<file path="src/rtl/mem_pkg.sv">
// Shared definitions for the MEM pipeline stage: field widths, load-type
// bit layouts, write-back select bits, FSM encodings and the stage payload.
package mem_pkg;

    localparam int unsigned DATA_W   = 32;
    localparam int unsigned WNUM_W   = 5;
    localparam int unsigned WTYPE_W  = 3;
    localparam int unsigned SEL_W    = 4;
    localparam int unsigned LUBHW_W  = 5;
    localparam int unsigned ONEHOT_W = 8;
    localparam int unsigned STATE_W  = 2;

    // lubhw_con one-hot bit positions
    localparam int unsigned LUBHW_LB  = 0;
    localparam int unsigned LUBHW_LBU = 1;
    localparam int unsigned LUBHW_LH  = 2;
    localparam int unsigned LUBHW_LHU = 3;
    localparam int unsigned LUBHW_LW  = 4;

    // onehot layout: [3:0] LWL offset 0..3, [7:4] LWR offset 0..3
    localparam int unsigned ONEHOT_LWL_LO = 0;
    localparam int unsigned ONEHOT_LWR_LO = 4;

    // sel_wbdata bit positions
    localparam int unsigned SEL_ALU  = 0;
    localparam int unsigned SEL_LOAD = 1;
    localparam int unsigned SEL_NNPC = 2;
    localparam int unsigned SEL_RSVD = 3;

    // Load-tracking FSM encodings
    localparam logic [STATE_W-1:0] ST_IDLE = 2'd0;
    localparam logic [STATE_W-1:0] ST_WAIT = 2'd1;
    localparam logic [STATE_W-1:0] ST_HOLD = 2'd2;

    // Payload carried from EXE into the MEM stage register
    typedef struct packed {
        logic [DATA_W-1:0]  alures;
        logic [SEL_W-1:0]   sel_wbdata;
        logic [LUBHW_W-1:0] lubhw_con;
        logic [DATA_W-1:0]  pc;
        logic [DATA_W-1:0]  nnpc;
        logic [WNUM_W-1:0]  wnum;
        logic [WTYPE_W-1:0] write_type;
    } mem_stage_t;

    // Byte lane select from a 32-bit word
    function automatic logic [7:0] pick_byte(input logic [DATA_W-1:0] w,
                                             input logic [1:0]        idx);
        logic [7:0] b;
        case (idx)
            2'd0:    b = w[7:0];
            2'd1:    b = w[15:8];
            2'd2:    b = w[23:16];
            default: b = w[31:24];
        endcase
        return b;
    endfunction

endpackage

</file>
<file path="src/rtl/load_ext.sv">
// Load data extraction: byte/half/word select with sign or zero extension,
// plus the little-endian LWL/LWR merge with the old rt value.
module load_ext
    import mem_pkg::*;
(
    input  logic [DATA_W-1:0]   raw_data,
    input  logic [1:0]          addr,
    input  logic [LUBHW_W-1:0]  lubhw_con,
    input  logic [ONEHOT_W-1:0] onehot,
    input  logic [DATA_W-1:0]   rt,
    output logic [DATA_W-1:0]   result
);

    logic [7:0]  byte_sel;
    logic [15:0] half_sel;

    // Extend the selected lane, or merge partial words for LWL/LWR
    always_comb begin
        byte_sel = pick_byte(raw_data, addr);
        half_sel = addr[1] ? raw_data[31:16] : raw_data[15:0];
        result   = '0;
        if (lubhw_con[LUBHW_LB])
            result = {{24{byte_sel[7]}}, byte_sel};
        else if (lubhw_con[LUBHW_LBU])
            result = {24'b0, byte_sel};
        else if (lubhw_con[LUBHW_LH])
            result = {{16{half_sel[15]}}, half_sel};
        else if (lubhw_con[LUBHW_LHU])
            result = {16'b0, half_sel};
        else if (lubhw_con[LUBHW_LW])
            result = raw_data;
        else if (onehot[ONEHOT_LWL_LO + 0])
            result = {raw_data[7:0], rt[23:0]};
        else if (onehot[ONEHOT_LWL_LO + 1])
            result = {raw_data[15:0], rt[15:0]};
        else if (onehot[ONEHOT_LWL_LO + 2])
            result = {raw_data[23:0], rt[7:0]};
        else if (onehot[ONEHOT_LWL_LO + 3])
            result = raw_data;
        else if (onehot[ONEHOT_LWR_LO + 0])
            result = raw_data;
        else if (onehot[ONEHOT_LWR_LO + 1])
            result = {rt[31:24], raw_data[31:8]};
        else if (onehot[ONEHOT_LWR_LO + 2])
            result = {rt[31:16], raw_data[31:16]};
        else if (onehot[ONEHOT_LWR_LO + 3])
            result = {rt[31:8], raw_data[31:24]};
    end

endmodule

</file>
<file path="src/rtl/mem_stage.sv">
// MEM pipeline stage: holds one instruction, waits for the data-memory
// response of loads, and produces write-back data.
// Build option: define MEM_LWLR_EN to enable LWL/LWR merge support.
module mem_stage
    import mem_pkg::*;
(
    input  logic                clk,
    input  logic                rst_n,
    input  logic                exe_valid_in,
    output logic                mem_allowin_out,
    input  logic                wb_allowin_in,
    output logic                mem_valid_out,
    input  logic [DATA_W-1:0]   exe_alures_in,
    input  logic [SEL_W-1:0]    exe_sel_wbdata_in,
    input  logic [LUBHW_W-1:0]  exe_lubhw_con_in,
    input  logic [ONEHOT_W-1:0] exe_onehot_in,
    input  logic [DATA_W-1:0]   exe_rt_in,
    input  logic [DATA_W-1:0]   exe_PC_in,
    input  logic [DATA_W-1:0]   exe_NNPC_in,
    input  logic [WNUM_W-1:0]   exe_wnum_in,
    input  logic [WTYPE_W-1:0]  exe_write_type_in,
    input  logic                dm_data_ok_in,
    input  logic [DATA_W-1:0]   dm_rdata_in,
    output logic [DATA_W-1:0]   mem_wbdata_out,
    output logic [WNUM_W-1:0]   mem_wnum_out,
    output logic [WTYPE_W-1:0]  mem_write_type_out,
    output logic [DATA_W-1:0]   mem_PC_out,
    output logic                mem_load_busy_out
);

    mem_stage_t           stage_r;
    logic                 valid_r;
    logic [STATE_W-1:0]   state_r;
    logic [STATE_W-1:0]   state_nxt;
    logic [DATA_W-1:0]    rdata_r;

    logic [ONEHOT_W-1:0]  onehot_q;
    logic [DATA_W-1:0]    rt_q;
    logic                 exe_onehot_nz;

    logic                 latch_c;
    logic                 latch_load_c;
    logic                 is_load_c;
    logic                 data_now_c;
    logic                 ready_c;
    logic [DATA_W-1:0]    load_raw_c;
    logic [DATA_W-1:0]    load_data_c;
    logic [DATA_W-1:0]    wbdata_c;

`ifdef MEM_LWLR_EN
    logic [ONEHOT_W-1:0]  onehot_r;
    logic [DATA_W-1:0]    rt_r;

    // LWL/LWR controls and the old rt value travel with the instruction
    always_ff @(posedge clk) begin
        if (!rst_n) begin
            onehot_r <= '0;
            rt_r     <= '0;
        end else if (latch_c) begin
            onehot_r <= exe_onehot_in;
            rt_r     <= exe_rt_in;
        end
    end

    assign onehot_q      = onehot_r;
    assign rt_q          = rt_r;
    assign exe_onehot_nz = |exe_onehot_in;
`else
    logic unused_lwlr;

    assign onehot_q      = '0;
    assign rt_q          = '0;
    assign exe_onehot_nz = 1'b0;
    assign unused_lwlr   = ^{exe_onehot_in, exe_rt_in};
`endif

    assign latch_c      = mem_allowin_out && exe_valid_in;
    assign latch_load_c = latch_c && ((|exe_lubhw_con_in) || exe_onehot_nz);
    assign is_load_c    = (|stage_r.lubhw_con) || (|onehot_q);
    assign data_now_c   = (state_r == ST_WAIT) && dm_data_ok_in;
    assign ready_c      = !is_load_c || (state_r == ST_HOLD) || data_now_c;

    assign mem_valid_out     = valid_r && ready_c;
    assign mem_allowin_out   = !valid_r || (ready_c && wb_allowin_in);
    assign mem_load_busy_out = valid_r && is_load_c && !ready_c;

    // Stage payload register
    always_ff @(posedge clk) begin
        if (!rst_n)
            stage_r <= '0;
        else if (latch_c)
            stage_r <= '{alures:     exe_alures_in,
                         sel_wbdata: exe_sel_wbdata_in,
                         lubhw_con:  exe_lubhw_con_in,
                         pc:         exe_PC_in,
                         nnpc:       exe_NNPC_in,
                         wnum:       exe_wnum_in,
                         write_type: exe_write_type_in};
    end

    // Stage occupancy
    always_ff @(posedge clk) begin
        if (!rst_n)
            valid_r <= 1'b0;
        else if (mem_allowin_out)
            valid_r <= exe_valid_in;
        else if (wb_allowin_in && mem_valid_out && !exe_valid_in)
            valid_r <= 1'b0;
    end

    // Response buffer for loads that complete while WB is stalled
    always_ff @(posedge clk) begin
        if (!rst_n)
            rdata_r <= '0;
        else if (data_now_c)
            rdata_r <= dm_rdata_in;
    end

    // FSM state register
    always_ff @(posedge clk) begin
        if (!rst_n)
            state_r <= ST_IDLE;
        else
            state_r <= state_nxt;
    end

    // FSM next state: wait for data_ok, park in HOLD while WB is stalled
    always_comb begin
        state_nxt = state_r;
        case (state_r)
            ST_IDLE: begin
                if (latch_load_c)
                    state_nxt = ST_WAIT;
            end
            ST_WAIT: begin
                if (dm_data_ok_in) begin
                    if (wb_allowin_in)
                        state_nxt = latch_load_c ? ST_WAIT : ST_IDLE;
                    else
                        state_nxt = ST_HOLD;
                end
            end
            ST_HOLD: begin
                if (wb_allowin_in)
                    state_nxt = latch_load_c ? ST_WAIT : ST_IDLE;
            end
            default: state_nxt = ST_IDLE;
        endcase
    end

    assign load_raw_c = data_now_c ? dm_rdata_in : rdata_r;

    load_ext u_load_ext (
        .raw_data  (load_raw_c),
        .addr      (stage_r.alures[1:0]),
        .lubhw_con (stage_r.lubhw_con),
        .onehot    (onehot_q),
        .rt        (rt_q),
        .result    (load_data_c)
    );

    // Write-back data select; reserved select yields zero
    always_comb begin
        wbdata_c = '0;
        if (stage_r.sel_wbdata[SEL_ALU])
            wbdata_c = stage_r.alures;
        else if (stage_r.sel_wbdata[SEL_LOAD])
            wbdata_c = load_data_c;
        else if (stage_r.sel_wbdata[SEL_NNPC])
            wbdata_c = stage_r.nnpc;
        else if (stage_r.sel_wbdata[SEL_RSVD])
            wbdata_c = '0;
    end

    assign mem_wbdata_out     = wbdata_c;
    assign mem_wnum_out       = valid_r ? stage_r.wnum : '0;
    assign mem_write_type_out = valid_r ? stage_r.write_type : '0;
    assign mem_PC_out         = stage_r.pc;

endmodule

</file>
<file path="config.mk">
export PLATFORM = sky130hd
export DESIGN_NAME = mem_stage
export DESIGN_NICKNAME = d
export VERILOG_FILES = /design/src/rtl/mem_pkg.sv /design/src/rtl/load_ext.sv /design/src/rtl/mem_stage.sv
export SDC_FILE = /design/constraint.sdc
export NUM_CORES = 1
export LEC_CHECK = 0
export ABC_CLOCK_PERIOD_IN_PS = 2230
export BUFFER_PORTS_ARGS = -buffer_cell sky130_fd_sc_hd__buf_2
export CAP_MARGIN = 20
export CORE_MARGIN = 2
export CORE_UTILIZATION = 45
export DETAILED_ROUTE_END_ITERATION = 10
export PLACE_DENSITY = 0.76
export RECOVER_POWER = 25
export SLEW_MARGIN = 20
export SYNTH_ARGS = -nofsm -noshare
export SYNTH_HDL_FRONTEND = slang
export SYNTH_SLANG_ARGS = --single-unit
</file>
<file path="constraint.sdc">
create_clock -name clk -period 2.23 [get_ports clk]
set_input_delay 0.3345 -clock clk [delete_from_list [all_inputs] [get_ports clk]]
set_output_delay 0.3345 -clock clk [all_outputs]
set_load 0.01 [all_outputs]
</file>
* Word level (Yosys, flattened, before mapping) *
Index checks and enable logic that the tools add are counted.

storage, ports and cells
  register bits after elaboration = 147
  bits of input ports = 190
  output and inout port bits = 75
  logic and storage cells = 60

cells by class
  equal/unequal tests = 7
  muxes and demuxes = 21
  reduce and logical (&&, ||, !) cells = 22

operators with widths
  operator                                                         count
  32-bit two-way mux                                               9
  8-bit case mux with 3 select lines                               1
  16-bit two-way mux                                               1
  5-bit OR reduction                                               2
  1-bit logical AND                                                9
  2-bit two-way mux                                                4
  2-bit != test, second input constant                             3
  2-bit case mux with 3 select lines                               1
  5-bit two-way mux                                                1
  2-bit by 1-bit == test with 1-bit output, second input constant  2
  2-bit == test, second input constant                             2
  1-bit logical NOT                                                4
  2-bit logical NOT                                                2
  1-bit logical OR                                                 3
  1-bit two-way mux                                                3
  3-bit two-way mux                                                1
  3-bit AND reduction                                              1
  2-bit nonzero test                                               1

* Longest topological paths before layout *
  word-level depth = 12
  mapped depth = 9
  depth with buffers taken out = 5

* Hierarchy *
From an unflattened synthesis, not the netlist that was laid out.

second synthesis, totals
  cells, all modules = 1181
  area, all modules = 9507.9 um^2

modules (own cells, without submodules)
  module     times used  cells an instance  area an instance (um^2)  sequential area each (um^2)
  mem_stage  1           768                6723.9                   2942.8
  load_ext   1           413                2783.9                   0.0

* Worst setup path after synthesis *
OpenSTA, ideal clock, no wires.

  path type = flip-flop to output port
  start = register state_r[1]
  end = output mem_wbdata_out[21]
  arrival time = 1.946 ns
  data required time = 1.896 ns
  slack = -0.051 ns
  stages on the path, launching flop included = 10
  buffers on the path = 4
  cell sequence = dfxtp_1 > nand3b_1 > buf_6 > mux4_2 > nand2b_1 > buf_6 > or2_1 > buf_6 > buf_6 > nand3_1

between the ends
  cells in the longest elaborated chain, start to end = 10
  elaborated cells on any way between the ends = 12
  those cells by class = eq/ne: 1; mux: 10; reduce/logical: 1

ends and longest elaborated chain
  what                                          line              source
  start, declared                               mem_stage.sv:33   logic [STATE_W-1:0] state_r;
  start signal, assigned                        mem_stage.sv:124  state_r <= state_nxt;
  2-bit by 1-bit == test with 1-bit output (*)  mem_stage.sv:80   assign data_now_c = (state_r == ST_WAIT) && dm_data_ok_in;
  1-bit logical AND (*)                         mem_stage.sv:80
  32-bit two-way mux (*)                        n/a
  32-bit two-way mux                            load_ext.sv:30    else if (lubhw_con[LUBHW_LW])
  32-bit two-way mux                            load_ext.sv:28    else if (lubhw_con[LUBHW_LHU])
  32-bit two-way mux                            load_ext.sv:26    else if (lubhw_con[LUBHW_LH])
  32-bit two-way mux                            load_ext.sv:24    else if (lubhw_con[LUBHW_LBU])
  32-bit two-way mux (*)                        load_ext.sv:22    if (lubhw_con[LUBHW_LB])
  32-bit two-way mux (*)                        mem_stage.sv:167  else if (stage_r.sel_wbdata[SEL_LOAD])
  32-bit two-way mux (*)                        mem_stage.sv:165  if (stage_r.sel_wbdata[SEL_ALU])
  end, declared                                 mem_stage.sv:24   output logic [DATA_W-1:0] mem_wbdata_out,

Mark *: on every way between the ends. The rest lies on a longest branch, timed or not.

* Worst setup path after layout *
  start = register state_r[1]
  end = output mem_wbdata_out[30]

The elaborated chain is that of the path after synthesis.

==> impl_summary.log <==
[metrics] multiplexer area fraction after synthesis: 0.217
[metrics] flops & latches, synth: 147
[metrics] share of total power consumed by net switching: 0.257
[metrics] DRC Markers: 0
[metrics] critical path startpoint category: flip-flop
[metrics] Worst setup EP type: primary output
[metrics] number of maximum-capacitance violations: 0
[metrics] violations in the final reports: negative setup slack
[metrics] dominant combinational cell family by area after synthesis: multiplexers
[metrics] antenna violations before repair: 3
[metrics] sequential element share of the synthesized area: 0.400
[metrics] design internal power: 5.47 mW
[metrics] arrival time worst endpoint: 2.35 ns
[metrics] Clk Tree Root Cell: clkbuf_16
[metrics] DIE AREA: 0.0174 sq mm
[metrics] total iterations of the first detailed-routing run: 5
[metrics] synth-to-layout area growth: 38.0%
[metrics] Chip Height: 132 microns
[metrics] core box area: 0.0159 sq mm
[metrics] later-pin clock latency in the skew report: 0.43 ns
[metrics] share of cells above drive strength 1: 0.345
[metrics] number of buffers added by the clock tree synthesis step: 17
[metrics] final-report hold violation count: 0
[metrics] pre-CTS setup slack: -0.235 ns
[metrics] antenna viol nets, final: 0
[metrics] Tcrit/Tclk final: 1.21
[metrics] vias in the first global route: 6492
[metrics] setup slack after layout: -0.459 ns
[metrics] Final Net Count: 1260
[metrics] Iter 0 DRT Violations: 400
[metrics] global-route wire length before repair: 33.2 mm
[metrics] Layout Cells excl Fill: 1301
[metrics] total I/O pin count: 265
[metrics] final worst path period need: 2.69 ns
[metrics] total standard cell area after synthesis: 0.00736 sq mm
[metrics] Post-synth EDFFs: 0
[metrics] CTS tree: built
[metrics] wl on met1: 8.98 mm
[metrics] Setup-failing EPs final: 32
[metrics] number of vias in the routed layout: 6654
[metrics] CP required: 1.90 ns
[metrics] number of nets produced by synthesis: 1032
[metrics] setup repair after global routing missed its margin: true
[metrics] clock slew at reported path FFs: 0.06 ns
[metrics] power dissipated by switching net loads: 1.89 mW
[metrics] length of routed met3 wiring: 1.56 mm
[metrics] detailed-routed wire length on met2: 10.0 mm
[metrics] Simple-Gate Fraction of Synth Area: 0.200
[metrics] Post-Place Cell Area: 0.00886 sq mm
[metrics] Sink Count: 147
[metrics] Top FF cell, synth: dfxtp_1
[metrics] slew at the pin closest to its max-slew limit: 0.464 ns
[metrics] Congestion Overflow GR: 0
[metrics] cells after synthesis: 842
[metrics] worst-case clock buffer depth: 2
[metrics] number of H-tree levels: 4
[metrics] crit path max fanout: 7
[metrics] post-synthesis average cell area: 8.74 sq um
[metrics] Die X-Extent: 132 microns
[metrics] highest metal layer with signal wires: met5
[metrics] Worst Setup Path Type: reg -> out
[metrics] Max Slew Vio Count: 0
[metrics] share of the synthesized area in compound gates (AO/OA/AOI/OAI): 0.0886
[metrics] via/cell ratio: 5.11
[metrics] Cell Count Post-Placement: 1256
[metrics] total global routing track utilization: 0.239
[metrics] Detail Placement HPWL: 14.7 mm
[metrics] total routed wirelength: 21.2 mm
[metrics] Max Fclk: 372 MHz
[metrics] wire length per cell: 16.3 microns
[metrics] Yosys warnings: 0
[metrics] sequential power share: 0.395
[metrics] classification of the worst-slack hold path: in -> reg
[metrics] Port Buffer Count: 223
[metrics] Clk pwr share: 0.429
[metrics] fin area: 0.0102 sq mm
[metrics] outcome: finished with violations
[metrics] XOR/XNOR share of the synthesized area: 0
[metrics] starting density of the core: 0.462
[metrics] cell leakage power: 4.65 nW
[metrics] combinational power share: 0.176
[metrics] Worst VDD drop: 559 uV
[metrics] total negative slack for setup checks: -12.70 ns
[metrics] adder-cell area share of the yosys netlist: 0
[metrics] power density normalized to cell area: 725 mW/mm^2
[metrics] WHS: 0.143 ns
[metrics] fillcell total: 1322
[metrics] worst setup skew after layout: 0.00636 ns
[metrics] number of cell rows: 46
[metrics] count of different cell masters after synthesis: 42
[metrics] largest net degree at the start of global routing: 97
[metrics] max_slew headroom: 0.690
[metrics] Final GP Congestion: 0.892
[metrics] share of async-settable or async-resettable flops after synthesis: 0
[per-layer routing]
layer | vias to the layer above | global-route usage
met2 | 237 | 0.389
met4 | 4 | 0.0984
li1 | 3274 | -
met5 | - | 0
met1 | 3096 | 0.295
met3 | 43 | 0.0715
[repair_timing]
item | in CTS | in global routing
pin swaps | 12 | 4
buffers inserted | 6 | 2
setup endpoints to repair | 148 | 36
resized for setup | 79 | 35
hold buffers | 0 | 0
cloned | 3 | 1
[worst paths after layout]
| path | from | to | slack (ns) | cells after the start |
|---|---|---|---|---|
| worst min-delay path | exe_valid_in | valid_r | 0.14 | 2 |
| worst max register to register | stage_r[75] | stage_r[106] | 0.11 | 8 |
| worst min register to register | stage_r[0] | stage_r[0] | 0.45 | 2 |
| worst max-delay path | state_r[1] | mem_wbdata_out[30] | -0.46 | 8 |
[registers in the layout (all words and copies together) (netlist names)]
name and cells:
stage_r 80, mem_PC_out 32, valid_r 1, state_r 2, rdata_r 32
[cell usage after synthesis, drive strengths merged, types with 2 or more instances]
cell type  number  share of area
a21oi          18          0.012
a221o          12          0.016
a22oi          16          0.016
and2           11         0.0094
and3            2         0.0017
and3b           3         0.0036
buf            53          0.068
clkbuf         47          0.024
dfxtp         147           0.40
inv             4         0.0020
mux2i         153           0.21
mux4            3         0.0092
nand2         234           0.12
nand2b          2         0.0017
nand3          18          0.013
nor2           24          0.012
nor2b          36          0.031
nor3            2         0.0014
o21ai          25          0.017
o21bai          2         0.0020
o22a            9          0.011
o22ai           7         0.0060
or2             3         0.0026
[per-stage QoR]
| step | total power, mW | utilization |
|---|---|---|
| after detailed placement | 4.10 | 0.556 |
| after floorplan | 3.70 | - |
| after CTS | 7.36 | 0.627 |
| after global routing | 7.63 | 0.637 |
| final | 7.36 | 0.637 |
| after global placement | 4.07 | 0.556 |
[power by group through the flow]
stage          registers [mW]  logic (mW)  clock network [mW]
2_1_floorplan            2.93       0.774                   0
3_3_place_gp             2.95        1.12                   0
3_5_place_dp             2.96        1.14                   0
4_1_cts                  2.90        1.26                3.20
5_1_grt                  2.93        1.40                3.30
6_report                 2.91        1.30                3.15
[placed cells by master (no fill, tap or decap), types with 13 or more instances in the layout]
master | netlist | layout
buf_6 | 4 | 21
a22oi_1 | 16 | 16
clkbuf_16 | 0 | 18
buf_12 | 8 | 13
clkbuf_1 | 46 | 33
nand2_1 | 234 | 234
dfxtp_1 | 147 | 144
nor2_1 | 24 | 24
nor2b_1 | 36 | 34
buf_4 | 37 | 62
mux2i_1 | 153 | 140
buf_2 | 3 | 175
[layout make-up]
type | instances | area (sq um) | area share
Clock inverter | 13 | 206 | 0.0203
Clock buffer | 19 | 443 | 0.0436
Timing Repair Buffer | 309 | 2110 | 0.208
Inverter | 4 | 15.0 | 0.00148
Antenna cell | 2 | 5.00 | 0.000493
Tap cell | 216 | 270 | 0.0266
Multi-Input combinational cell | 591 | 4160 | 0.409
Sequential cell | 147 | 2950 | 0.290
[critical path, stage by stage, from the launching register on]
cell and delay, ns:
dfxtp_2 0.32, nand3b_1 0.11, buf_6 0.14, mux4_2 0.52
nand2b_4 0.18, or2_4 0.29, buf_12 0.17, nand3_4 0.08
buf_6 0.10
[cells by family after synthesis]
family          Yosys count
simple gates            339
buf+inv                 104
mux                     156
compound gates           96
flops                   147
No activity file was read; power rests on OpenSTA's default activity.
